### config.mk
export PLATFORM = sky130hd
export DESIGN_NAME = alu_issue_stage_flat
export DESIGN_NICKNAME = d
export VERILOG_FILES = /design/src/rtl/alu_issue_stage.sv /design/src/rtl/alu_issue_stage_if.sv /design/src/flat_wrapper.sv
export SDC_FILE = /design/constraint.sdc
export NUM_CORES = 1
export LEC_CHECK = 0
export ABC_AREA = 1
export ABC_CLOCK_PERIOD_IN_PS = 6000
export CORE_AREA = 2 2 99 149
export CTS_CLUSTER_DIAMETER = 50
export DETAILED_ROUTE_END_ITERATION = 10
export DIE_AREA = 0 0 101 151
export GPL_TIMING_DRIVEN = 0
export PLACE_DENSITY = 0.87
export SYNTH_ARGS = -nofsm -noshare
export SYNTH_HDL_FRONTEND = slang
export SYNTH_SLANG_ARGS = --single-unit
### constraint.sdc
create_clock -name clk -period 6 [get_ports clk]
set_input_delay 1.2 -clock clk [delete_from_list [all_inputs] [get_ports clk]]
set_output_delay 1.2 -clock clk [all_outputs]
set_load 0.03 [all_outputs]
### src/rtl/alu_issue_stage.sv
// ALU issue stage: selects operand B, screens the opcode and registers the operation
// into a two-entry (output + skid) buffer with a registered in_ready.
package global_pkg;
  localparam int N = 32;
  localparam int M = 5;
endpackage

// state    | meaning
// ST_EMPTY | no operation held; out_valid=0, in_ready=1
// ST_HOLD  | output register valid, skid empty; in_ready=1
// ST_FULL  | output and skid both valid; in_ready=0
module alu_issue_stage #(
  parameter int N = global_pkg::N,
  parameter int M = global_pkg::M
) (
  input logic       clk,
  input logic       rst,
  alu_issue_if.slave bus
);

  typedef enum logic [1:0] {
    ST_EMPTY = 2'd0,
    ST_HOLD  = 2'd1,
    ST_FULL  = 2'd2
  } state_t;

  state_t       state_q, state_d;
  logic [N-1:0] a_q, b_q, a_skid_q, b_skid_q;
  logic [3:0]   op_q, op_skid_q;
  logic         op_err_q;

  logic         in_ready, out_valid;
  logic         take, xfer;
  logic         load_out_new, load_out_skid, load_skid;
  logic         op_legal;
  logic [N-1:0] b_sel, a_in, b_in;
  logic [3:0]   op_in;

  always_comb begin
    op_legal = 1'b0;
    case (bus.alu_op)
      4'b1000, 4'b1010, 4'b1011, 4'b1100, 4'b1101, 4'b1110,
      4'b0100, 4'b0101, 4'b0110: op_legal = 1'b1;
      default:                   op_legal = 1'b0;
    endcase
  end

  always_comb begin
    if (bus.shift_src)
      b_sel = {{(N-M){1'b0}}, bus.shamt};
    else if (bus.alu_src)
      b_sel = bus.imm;
    else
      b_sel = bus.rt_data;
  end

  // Illegal opcodes become a harmless 0100 with zeroed operands.
  assign a_in  = op_legal ? bus.rs_data : '0;
  assign b_in  = op_legal ? b_sel : '0;
  assign op_in = op_legal ? bus.alu_op : 4'b0100;

  // in_ready depends only on the state register, never on out_ready.
  assign in_ready  = (state_q != ST_FULL);
  assign out_valid = (state_q != ST_EMPTY);
  assign take      = bus.in_valid & in_ready & ~bus.flush;
  assign xfer      = out_valid & bus.out_ready;

  always_ff @(posedge clk or posedge rst) begin
    if (rst)
      state_q <= ST_EMPTY;
    else
      state_q <= state_d;
  end

  always_comb begin
    state_d       = state_q;
    load_out_new  = 1'b0;
    load_out_skid = 1'b0;
    load_skid     = 1'b0;
    if (bus.flush) begin
      state_d = ST_EMPTY;
    end else begin
      case (state_q)
        ST_EMPTY: begin
          if (take) begin
            load_out_new = 1'b1;
            state_d      = ST_HOLD;
          end
        end
        ST_HOLD: begin
          if (take && xfer) begin
            load_out_new = 1'b1;
          end else if (take) begin
            load_skid = 1'b1;
            state_d   = ST_FULL;
          end else if (xfer) begin
            state_d = ST_EMPTY;
          end
        end
        ST_FULL: begin
          if (xfer) begin
            load_out_skid = 1'b1;
            state_d       = ST_HOLD;
          end
        end
        default: state_d = ST_EMPTY;
      endcase
    end
  end

  always_ff @(posedge clk or posedge rst) begin
    if (rst) begin
      a_q       <= '0;
      b_q       <= '0;
      op_q      <= 4'b0000;
      a_skid_q  <= '0;
      b_skid_q  <= '0;
      op_skid_q <= 4'b0000;
    end else begin
      if (load_out_new) begin
        a_q  <= a_in;
        b_q  <= b_in;
        op_q <= op_in;
      end else if (load_out_skid) begin
        a_q  <= a_skid_q;
        b_q  <= b_skid_q;
        op_q <= op_skid_q;
      end
      if (load_skid) begin
        a_skid_q  <= a_in;
        b_skid_q  <= b_in;
        op_skid_q <= op_in;
      end
    end
  end

  always_ff @(posedge clk or posedge rst) begin
    if (rst)
      op_err_q <= 1'b0;
    else if (take && !op_legal)
      op_err_q <= 1'b1;
  end

  assign bus.in_ready  = in_ready;
  assign bus.out_valid = out_valid;
  assign bus.A         = a_q;
  assign bus.B         = b_q;
  assign bus.OP        = op_q;
  assign bus.op_err    = op_err_q;

endmodule
### src/rtl/alu_issue_stage_if.sv
// Issue-stage bus: decode-side request, ALU-side operand output and sticky error flag.
// The master drives requests and out_ready; the slave is the issue stage.
interface alu_issue_if #(
  parameter int N = 32,
  parameter int M = 5
);
  logic         in_valid;
  logic         in_ready;
  logic [N-1:0] rs_data;
  logic [N-1:0] rt_data;
  logic [N-1:0] imm;
  logic [M-1:0] shamt;
  logic         alu_src;
  logic         shift_src;
  logic [3:0]   alu_op;
  logic         flush;
  logic         out_valid;
  logic         out_ready;
  logic [N-1:0] A;
  logic [N-1:0] B;
  logic [3:0]   OP;
  logic         op_err;

  modport master (
    output in_valid, rs_data, rt_data, imm, shamt, alu_src, shift_src, alu_op,
           flush, out_ready,
    input  in_ready, out_valid, A, B, OP, op_err
  );

  modport slave (
    input  in_valid, rs_data, rt_data, imm, shamt, alu_src, shift_src, alu_op,
           flush, out_ready,
    output in_ready, out_valid, A, B, OP, op_err
  );
endinterface

### src/flat_wrapper.sv
// flat-port wrapper written by rule: the top's interface ports become plain ports
module alu_issue_stage_flat 
#(
  parameter int N = global_pkg::N,
  parameter int M = global_pkg::M
)
  (clk, rst, bus_in_valid, bus_rs_data, bus_rt_data, bus_imm, bus_shamt, bus_alu_src, bus_shift_src, bus_alu_op, bus_flush, bus_out_ready, bus_in_ready, bus_out_valid, bus_A, bus_B, bus_OP, bus_op_err);
  alu_issue_if #(.N(N), .M(M)) bus_i ();
  input logic clk;
  input logic rst;
  input wire logic [$bits(bus_i.in_valid)-1:0] bus_in_valid;
  input wire logic [$bits(bus_i.rs_data)-1:0] bus_rs_data;
  input wire logic [$bits(bus_i.rt_data)-1:0] bus_rt_data;
  input wire logic [$bits(bus_i.imm)-1:0] bus_imm;
  input wire logic [$bits(bus_i.shamt)-1:0] bus_shamt;
  input wire logic [$bits(bus_i.alu_src)-1:0] bus_alu_src;
  input wire logic [$bits(bus_i.shift_src)-1:0] bus_shift_src;
  input wire logic [$bits(bus_i.alu_op)-1:0] bus_alu_op;
  input wire logic [$bits(bus_i.flush)-1:0] bus_flush;
  input wire logic [$bits(bus_i.out_ready)-1:0] bus_out_ready;
  output wire logic [$bits(bus_i.in_ready)-1:0] bus_in_ready;
  output wire logic [$bits(bus_i.out_valid)-1:0] bus_out_valid;
  output wire logic [$bits(bus_i.A)-1:0] bus_A;
  output wire logic [$bits(bus_i.B)-1:0] bus_B;
  output wire logic [$bits(bus_i.OP)-1:0] bus_OP;
  output wire logic [$bits(bus_i.op_err)-1:0] bus_op_err;
  assign bus_i.in_valid = bus_in_valid;
  assign bus_i.rs_data = bus_rs_data;
  assign bus_i.rt_data = bus_rt_data;
  assign bus_i.imm = bus_imm;
  assign bus_i.shamt = bus_shamt;
  assign bus_i.alu_src = bus_alu_src;
  assign bus_i.shift_src = bus_shift_src;
  assign bus_i.alu_op = bus_alu_op;
  assign bus_i.flush = bus_flush;
  assign bus_i.out_ready = bus_out_ready;
  assign bus_in_ready = bus_i.in_ready;
  assign bus_out_valid = bus_i.out_valid;
  assign bus_A = bus_i.A;
  assign bus_B = bus_i.B;
  assign bus_OP = bus_i.OP;
  assign bus_op_err = bus_i.op_err;
  alu_issue_stage #(.N(N), .M(M)) u_core (.clk(clk), .rst(rst), .bus(bus_i));
endmodule
# Word level (Yosys, flattened, before mapping)
# Memory sizes are Yosys's and may differ from the RTL's.
# Index checks and enable logic that the tools add are counted.
# word_totals
wordCells,55
ram_bits,0
output_inout_bits,71
memories,1
input_bits,112
romBits,16
latchBits,0
ff_bits,139
# memory_table
memory,depth,word_bits,rd,rd_ports_with_merged_regs,write_ports,line,source
(no name shown),16,1,1,0,0,alu_issue_stage.sv:41,case (bus.alu_op)
# classes
order_cmp,0
multipliers,0
n_eq_ne,7
n_div,0
reduce_logical,7
bitwise_logic,4
n_addsub,0
shift,0
n_mux,28
# op_table
op,n
$mux W32,8
$mux W2,6
$mux W4,3
$mux W1,9
$ne A3 B2 Y1 const B,2
$pmux W2 S3,1
$ne A4 B2 Y1 const B,1
$reduce_and A4 Y1,1
$reduce_bool A2 Y1,2
$and A1 B1 Y1,3
$ne A3 B3 Y1 const B,1
$eq A2 B1 Y1 const B,1
$eq A2 B2 Y1 const B,1
$logic_and A1 B1 Y1,2
$logic_not A2 Y1,1
$ne A2 B2 Y1 const B,1
$pmux W1 S2,1
$logic_not A1 Y1,1
$not A1 Y1,1

# Depth between registers and ports, before layout
# logic_depth
depth_word,8
ltp_mapped,10
mapped_depth_nobuf,8

# Worst setup path after synthesis
# No wires, ideal clock.
# synth_path
path_kind,in2reg
startpoint,input port bus_out_ready
endpoint,register u_core.a_skid_q[0]
t_required_ps,5882
setup_ps,118
setup_slack_ps,3715
arrival_ps,2167
path_stages,7
path_cell_list,clkbuf_2 > nor3_2 > inv_2 > buf_2 > buf_2 > nand2_1 > nand2_1
# synth_between
elab_chain_len,5
# synth_rtl
element,line,source
"start, declared",flat_wrapper.sv:20,input wire logic [$bits(bus_i.out_ready)-1:0] bus_out_ready;
$and A1 B1 Y1,alu_issue_stage.sv:66,assign xfer = out_valid & bus.out_ready;
$logic_and A1 B1 Y1,alu_issue_stage.sv:91,if (take && xfer) begin
$mux W1,alu_issue_stage.sv:91,
$mux W1,alu_issue_stage.sv:83,case (state_q)
$mux W1,alu_issue_stage.sv:80,if (bus.flush) begin
"end signal, assigned",alu_issue_stage.sv:130,a_skid_q <= a_in;
"end, declared",alu_issue_stage.sv:28,"logic [N-1:0] a_q, b_q, a_skid_q, b_skid_q;"
# Every way passes these cells.
# A chain may end at the register's enable or synchronous reset.

# Final worst setup path
# layout_path
startpoint,register u_core.state_q[0]
endpoint,output port bus_in_ready
# layout_between
elab_chain_len,1
# layout_rtl
element,line,source
"start, declared",alu_issue_stage.sv:27,"state_t state_q, state_d;"
"start signal, assigned",alu_issue_stage.sv:72,state_q <= state_d;
$ne A2 B2 Y1,alu_issue_stage.sv:63,assign in_ready = (state_q != ST_FULL);
"end, declared",flat_wrapper.sv:21,output wire logic [$bits(bus_i.in_ready)-1:0] bus_in_ready;
# Every way passes these cells.

==> flow_summary.json <==
{
  "status": "complete, no violations",
  "syn_area_um2": 6580,
  "multi_input_area_um2": 2700,
  "holdBufCountCts": 0,
  "die_w_um": 101,
  "layout_worst_path_cycle_share_pct": 49.2,
  "path_clk_slew_ps": 60,
  "rrSetupSlack_ps": 4060,
  "fmax_ghz": 0.339,
  "synth.largest_area_cell": "dfrtp_1",
  "p_int_w": 0.00217,
  "htreeDepth": 4,
  "antenna_found_initial": 0,
  "slew_violations": 0,
  "wl_per_cell_um": 16.9,
  "hold_end": "u_core.b_skid_q[7]",
  "vias": 6813,
  "port_buffers": 180,
  "slew_headroom_pct": 57.5,
  "wl_mm": 20.8,
  "die_h_um": 151,
  "ios": 183,
  "clock_sinks": 139,
  "hold_class": "flip-flop to flip-flop",
  "routed_via_density": 5.53,
  "cts_resized": 0,
  "reg2reg_from": "u_core.state_q[1]",
  "tns_ps": 0,
  "ctsRootBufferMaster": "clkbuf_16",
  "hold_start": "u_core.b_skid_q[7]",
  "syn-instance-count": 854,
  "regArea_um2": 3480,
  "pwr-share-comb_pct": 23.9,
  "synth_area_per_cell_um2": 7.70,
  "crit_fanout": 7,
  "first_pass_iters": 6,
  "nFillCells": 1122,
  "cts_tree": "yes",
  "overflow": 0,
  "place_area_um2": 8620,
  "hold_slack_ps": 480,
  "areaGrowthSynthToFinish_pct": 40.8,
  "setup_slack_ps": 3050,
  "reg2reg_to": "u_core.op_skid_q[1]",
  "post_cts_buffers": 0,
  "yosysSeqAreaShare_pct": 52.9,
  "clockBufferDepth": 2,
  "hold_depth": 2,
  "hold_violations": 0,
  "maxCapViolCount": 0,
  "power_w": 0.00311,
  "worstPathRequired_ps": 4800,
  "numCtsBuffers": 17,
  "synth-seq-cells": 139,
  "synth_nets": 966,
  "coreArea_um2": 13900,
  "fin_crit_ps": 2950,
  "p_sw_w": 0.000939,
  "cp.arrival_ps": 1750,
  "grt_max_degree": 91,
  "dpl_worst_slack_ps": 2690,
  "worst-r2r-cell-count": 8,
  "synth.distinct_cells": 16,
  "ant_nets": 0,
  "insertion_delay_ps": 420,
  "yosysWarnings": 0,
  "gp_congestion": 0.841,
  "dieArea_um2": 15300,
  "yosysTopAreaCellShare_pct": 52.9,
  "grt_usage_pct": 28.0,
  "detailed_place_hpwl_mm": 14.5,
  "rows": 53,
  "sequentialPowerShare_pct": 39.4,
  "end_kind": "output pin",
  "crit_type": "flip-flop to output pin",
  "postLayoutCellArea_um2": 9270,
  "grt_pass1_wl_mm": 33.1,
  "ir_worst_vdd_mv": 0.170,
  "power.density_nw_per_um2": 335,
  "cp-start-kind": "flip-flop",
  "rsz0062_at_grt": "no",
  "setup_viol": 0,
  "clkPwrFrac_pct": 36.7,
  "swShare_pct": 30.2,
  "drtIter0Drc": 414,
  "finalNetCount": 1166,
  "netlist_top_cells_area": "dfrtp_1 (53%), nand3_1 (19%), nand2_1 (15%)",
  "drc": 0,
  "start_util_pct": 47.3,
  "drive_gt1_share_pct": 6.09,
  "skew_ps": 11.0,
  "leakage_nw": 4.50,
  "grt_pass1_vias": 6633,
  "diodes": 0,
  "max_slew.worst_pin.slew_ps": 634
}
cells in the final DEF (no fill, tap or decap):
cell type	n
a21oi_1	9
buf_16	1
buf_2	26
bufinv_16	4
clkbuf_1	40
clkbuf_16	17
clkbuf_2	1
clkbuf_8	4
clkdlybuf4s50_1	180
clkinv_2	2
clkinv_4	2
clkinvlp_4	2
dfrtp_1	139
inv_1	28
inv_2	4
inv_6	1
nand2_1	260
nand3_1	248
nand4_1	1
nor2_1	60
nor3_2	1
o211ai_1	1
o21ai_0	34
o21bai_1	1
o31ai_1	1
how the worst max path moves through the flow:
| stage | startpoint | endpoint | depth (start not counted) |
|---|---|---|---|
| floorplan | rst | u_core.a_skid_q[0] | 1 |
| global placement | rst | u_core.b_skid_q[22] | 2 |
| detailed placement | bus_flush | u_core.bus.B[19] | 8 |
| CTS | u_core.state_q[0] | bus_in_ready | 3 |
| global route | bus_alu_op[1] | u_core.a_skid_q[30] | 9 |
| finish | u_core.state_q[0] | bus_in_ready | 3 |
cell type report:
type,instances,share of cell area (%)
tap,165,2.23
inverter,33,1.39
timing repair buffer,181,19.7
clock inverter,10,1.76
multi-input combinational,616,29.1
sequential,139,37.5
buffer,66,3.04
clock buffer,22,5.22
metal layers:
| metal | GRT usage (%) | wire [um] | vias to the layer above |
|---|---|---|---|
| met3 | 5.68 | 1450 | 48 |
| met1 | 33.6 | 7700 | 3259 |
| li1 | - | - | 3194 |
| met5 | 0 | 0 | - |
| met2 | 48.7 | 11100 | 312 |
| met4 | 11.8 | 580 | 0 |
cells in the mapped netlist:
master    number
clkbuf_2       1
nand4_1        1
nor2_1        60
inv_1         29
inv_2          4
buf_2         26
nor3_2         1
clkbuf_1      39
nand3_1      248
a21oi_1        9
o21ai_0       34
o31ai_1        1
o211ai_1       1
o21bai_1       1
nand2_1      260
dfrtp_1      139
logic make-up (layout without fill, tap and decap cells):
| group | after synthesis | in the layout | synth area share (%) |
|---|---|---|---|
| DFF | 139 | 139 | 52.9 |
| and+or+nand+nor | 570 | 570 | 37.4 |
| buffers and inverters | 99 | 312 | 6.16 |
| AOI/OAI and AO/OA | 46 | 46 | 3.61 |
registers in the layout, indices dropped and copies added, names as in the netlist:
signal and count:
u_core.b_skid_q 32, u_core.op_skid_q 4, u_core.bus.OP 4, u_core.bus.B 32, u_core.a_skid_q 32, u_core.bus.A 32
u_core.state_q 2, u_core.bus.op_err 1
critical path: stages (launching register included):
cell and delay (ps):
dfrtp_1 450, inv_1 80, nand2_1 120, clkdlybuf4s50_1 680
power groups by stage:
| stage | clock, W | sequential, W | combinational (W) |
|---|---|---|---|
| 4_1_cts | 0.00115 | 0.00122 | 0.000746 |
| 3_5_place_dp | 0 | 0.00123 | 0.000737 |
| 6_report | 0.00114 | 0.00122 | 0.000742 |
| 3_3_place_gp | 0 | 0.00123 | 0.000720 |
| 2_1_floorplan | 0 | 0.00136 | 0.000268 |
| 5_1_grt | 0.00118 | 0.00124 | 0.000806 |
stage by stage:
stage	util [%]	instances
2_1_floorplan	-	854
3_3_place_gp	61.7	1199
3_5_place_dp	61.9	1200
4_1_cts	66.5	1232
5_1_grt	66.5	1232
6_report	66.5	1232
Note: power is estimated with default switching activity, not from simulation.
